==> config.mk <==
export PLATFORM = sky130hd
export DESIGN_NAME = core_sequencer
export DESIGN_NICKNAME = d
export VERILOG_FILES = /design/src/rtl/core_sequencer.sv
export SDC_FILE = /design/constraint.sdc
export NUM_CORES = 1
export LEC_CHECK = 0
export BUFFER_PORTS_ARGS = -buffer_cell sky130_fd_sc_hd__buf_2
export CORE_ASPECT_RATIO = 1.75
export CORE_MARGIN = 5
export CORE_UTILIZATION = 53
export CTS_CLUSTER_SIZE = 12
export DETAILED_ROUTE_END_ITERATION = 12
export PLACE_DENSITY_LB_ADDON = 0.1
export SYNTH_ARGS = -nofsm -noshare
export SYNTH_HDL_FRONTEND = slang
export SYNTH_SLANG_ARGS = --single-unit
==> constraint.sdc <==
create_clock -name clk -period 3.9 [get_ports clk]
set_input_delay 0.78 -clock clk [delete_from_list [all_inputs] [get_ports clk]]
set_output_delay 0.78 -clock clk [all_outputs]
set_load 0.05 [all_outputs]
==> src/rtl/core_sequencer.sv <==
// core_sequencer: multi-cycle fetch/exec/mem/writeback control with memory handshakes, timeout and halt
module core_sequencer #(
  parameter logic [31:0] RESET_PC = 32'h8000_0000,
  parameter int unsigned TIMEOUT  = 255
) (
  input  logic        clk,
  input  logic        rst,
  output logic [31:0] pc,
  input  logic [31:0] next_pc,
  output logic        ifu_req,
  input  logic        ifu_ready,
  input  logic [31:0] ifu_rdata,
  output logic [31:0] inst,
  input  logic        ctl_RegWr,
  input  logic        ctl_MemtoReg,
  input  logic        ctl_MemWr,
  input  logic        is_ebreak,
  output logic        lsu_req,
  output logic        lsu_we,
  input  logic        lsu_ready,
  output logic        rf_we,
  output logic        halt,
  output logic        err,
  output logic [31:0] retired
);
  typedef enum logic [2:0] {BOOT, FETCH, EXEC, MEM, WB, HALT} state_t;
  localparam logic [15:0] TMO = 16'(TIMEOUT);
  state_t      state_q;
  logic [31:0] pc_q, inst_q, retired_q;
  logic [15:0] cnt_q;
  logic        err_q;
  logic        rdy;
  assign rdy = (state_q == FETCH) ? ifu_ready : lsu_ready;
  always_ff @(posedge clk) begin
    if (rst) begin
      state_q   <= BOOT;
      pc_q      <= RESET_PC;
      inst_q    <= '0;
      retired_q <= '0;
      cnt_q     <= '0;
      err_q     <= 1'b0;
    end else begin
      case (state_q)
        BOOT: state_q <= FETCH;
        FETCH, MEM: begin
          if (rdy) begin
            cnt_q   <= '0;
            state_q <= (state_q == FETCH) ? EXEC : WB;
            if (state_q == FETCH) inst_q <= ifu_rdata;
          end else if (cnt_q == TMO) begin
            state_q <= HALT;
            err_q   <= 1'b1;
          end else begin
            cnt_q <= cnt_q + 16'd1;
          end
        end
        EXEC: begin
          state_q   <= is_ebreak ? HALT : (ctl_MemtoReg | ctl_MemWr) ? MEM : WB;
          retired_q <= retired_q + {31'd0, is_ebreak};
        end
        WB: begin
          pc_q      <= next_pc;
          retired_q <= retired_q + 32'd1;
          state_q   <= FETCH;
        end
        HALT: ;
        default: state_q <= BOOT;
      endcase
    end
  end
  assign pc      = pc_q;
  assign inst    = inst_q;
  assign retired = retired_q;
  assign err     = err_q;
  assign ifu_req = state_q == FETCH;
  assign lsu_req = state_q == MEM;
  assign lsu_we  = (state_q == MEM) & ctl_MemWr;
  assign rf_we   = (state_q == WB) & ctl_RegWr;
  assign halt    = state_q == HALT;
endmodule

==> qor.txt <==
Total power = 3130 uW
Residual DRC = 0
FFs w/ async S/R, synth = 0
Cell Area, Placed = 5630 sq um
Power Dens Cells = 503 nW/um^2
Leading area contributor after synthesis = dfxtp_1
Minimum clock period = 2.87 ns
DIE HEIGHT = 135 um
Mapped Cells = 578
Post-synthesis sequential area ratio = 0.493
Synth Register Bits = 116
Syn-to-layout area delta = 32.3%
Post-CTS resize count = 0
Syn avg cell area = 8.14 sq um
Setup bufs post-CTS = 0
Clock transition at the registers of the reported paths = 0.05 ns
Relative slew slack = 0.258
# rows = 45
Core Footprint = 8670 sq um
Clock Tree Root = clkbuf_16
DPL Wire Length = 9080 um
Initial Utilization = 0.543
Cell with the most instances after synthesis = nand2_1
Via-per-instance ratio = 5.22
Max cap viols = 0
Post-DRT Antenna Nets = 0
Gpl congestion = 0.815
Synth top area cells = dfxtp_1, nand2_1, a21oi_1
Ant diodes = 0
Syn Std Cell Area = 4710 sq um
FF-to-FF setup slack = 1.07 ns
Ys Warns = 0
Final Cell Area = 6230 sq um
Final period util = 0.737
P_leak = 0.00273 uW
Share of cells above drive strength 1 = 0.289
Top Ports = 174
Sequential cell area = 2320 sq um
Hold_buf cts = 0
Critical path class = flip-flop to primary output
Max-slew violations = 0
Cell variety after synth = 46
Status = complete, no violations
EDFF count, synth = 0
Detailed Route WL = 12500 um
Main synth FF type = dfxtp_1
Area of the multi-input gates = 2240 sq um
Via count = 4533
Skew final = 0.00784 ns
CP Data Required Time = 3.12 ns
CTS tree = done
Hold Vio Cnt, Final = 0
Area of the die = 10900 sq um
Clock Latency Late Sink = 0.41 ns
Setup TNS = 0 ns
Initial antenna violation count = 0
Critical path capture point type = primary output
H-tree Lvls = 4
Max VDD drop = 0.411 mV
First-pass GRT wire length = 20300 um
Max Clk Rate = 348 MHz
# fillers = 767
Bufs on Longest Clock Path = 2
Final setup viols = 0
Yosys top cell area share = 0.493
Chip Width = 81.2 um
Vias in the first global route = 4533
First-pass DRT Iterations = 4
DRT iter0 DRCs = 227
IO buf count = 173
GRT Total Usage = 0.237
Synth cell count leaders = nand2_1, dfxtp_1, a21oi_1, nor2_1, clkbuf_1
Grt ovf = 0
Crit-path max FO = 15
Nets = 815
Unrepaired setup endpoints after global routing = false
HP Class = flip-flop to flip-flop
TritonCTS buffer count = 17
# clock sinks = 116
WP data arrival = 2.09 ns
Avg WL per Cell = 14.4 um
Largest net degree at the start of global routing = 64
Setup crit start kind = flip-flop
Syn_nets = 653
Worst Tran Pin Value = 1.11 ns
Worst hold slack = 0.448 ns
## final cells by class
class / count / area share
sequential: 116 / 0.373
multi-input combinational: 424 / 0.360
timing repair buffer: 178 / 0.145
clock buffer: 22 / 0.0761
tap: 117 / 0.0235
clock inverter: 9 / 0.0205
inverter: 3 / 0.00181
## kinds of logic after synthesis
logic type / after synthesis / share of synthesized area
AND/OR/NAND/NOR: 284 / 0.283
AO/OA/AOI/OAI: 97 / 0.109
multiplexers: 3 / 0.00665
adder cells (fa/ha/maj): 3 / 0.00798
flip-flops: 116 / 0.493
buffers and inverters: 38 / 0.0314
XOR/XNOR: 37 / 0.0688
## worst paths after layout
kind | startpoint | endpoint | cells past startpoint
hold reg to reg | pc[19] | pc[19] | 2
setup reg to reg | state_q[2] | retired[24] | 10
setup / recovery | state_q[0] | lsu_we | 3
hold / removal | pc[19] | pc[19] | 2
## flip-flops by register name, summed over array words and instances (netlist names)
name     flops
state_q      3
err          1
inst        32
pc          32
retired     32
cnt_q       16
## metal layers
metal,vias up,share of wire,routed length (um),track usage
met4,0,0.029,362,0.0959
met2,143,0.52,6520,0.409
met1,2097,0.37,4680,0.252
met3,28,0.077,967,0.0948
li1,2265,-,-,-
met5,-,0,0,0
## power by group
part | switching [uW] | internal (uW) | leakage (uW) | total (uW)
combinational | 230 | 87.1 | 0.00150 | 317
clock | 524 | 1050 | 0.000288 | 1570
sequential | 24.2 | 1220 | 0.000939 | 1240
## worst max-delay path: stages, from the launching register on
cell and delay, ns:
dfxtp_1 0.59, nor2b_1 0.59, and3_1 0.24, buf_2 0.27
## metrics by stage
stage | cells | setup slack [ns] | util
global placement | 838 | 1.19 | 0.649
detailed placement | 838 | 1.09 | 0.649
finish | 869 | 1.03 | 0.718
CTS | 869 | 0.989 | 0.718
global route | 869 | 0.818 | 0.718
floorplan | 578 | 1.36 | -
## layout by cell type (no fill, tap or decap), types with 6 or more instances in the layout
cell type,n
a21oi_1,79
and3_1,6
buf_2,172
buf_4,6
clkbuf_16,17
dfxtp_1,116
nand2_1,149
nand3_1,15
nand4_1,21
nor2_1,50
o21ai_0,8
or3_1,6
xnor2_1,7
xor2_1,30
No activity file was read; power rests on OpenSTA's default activity.
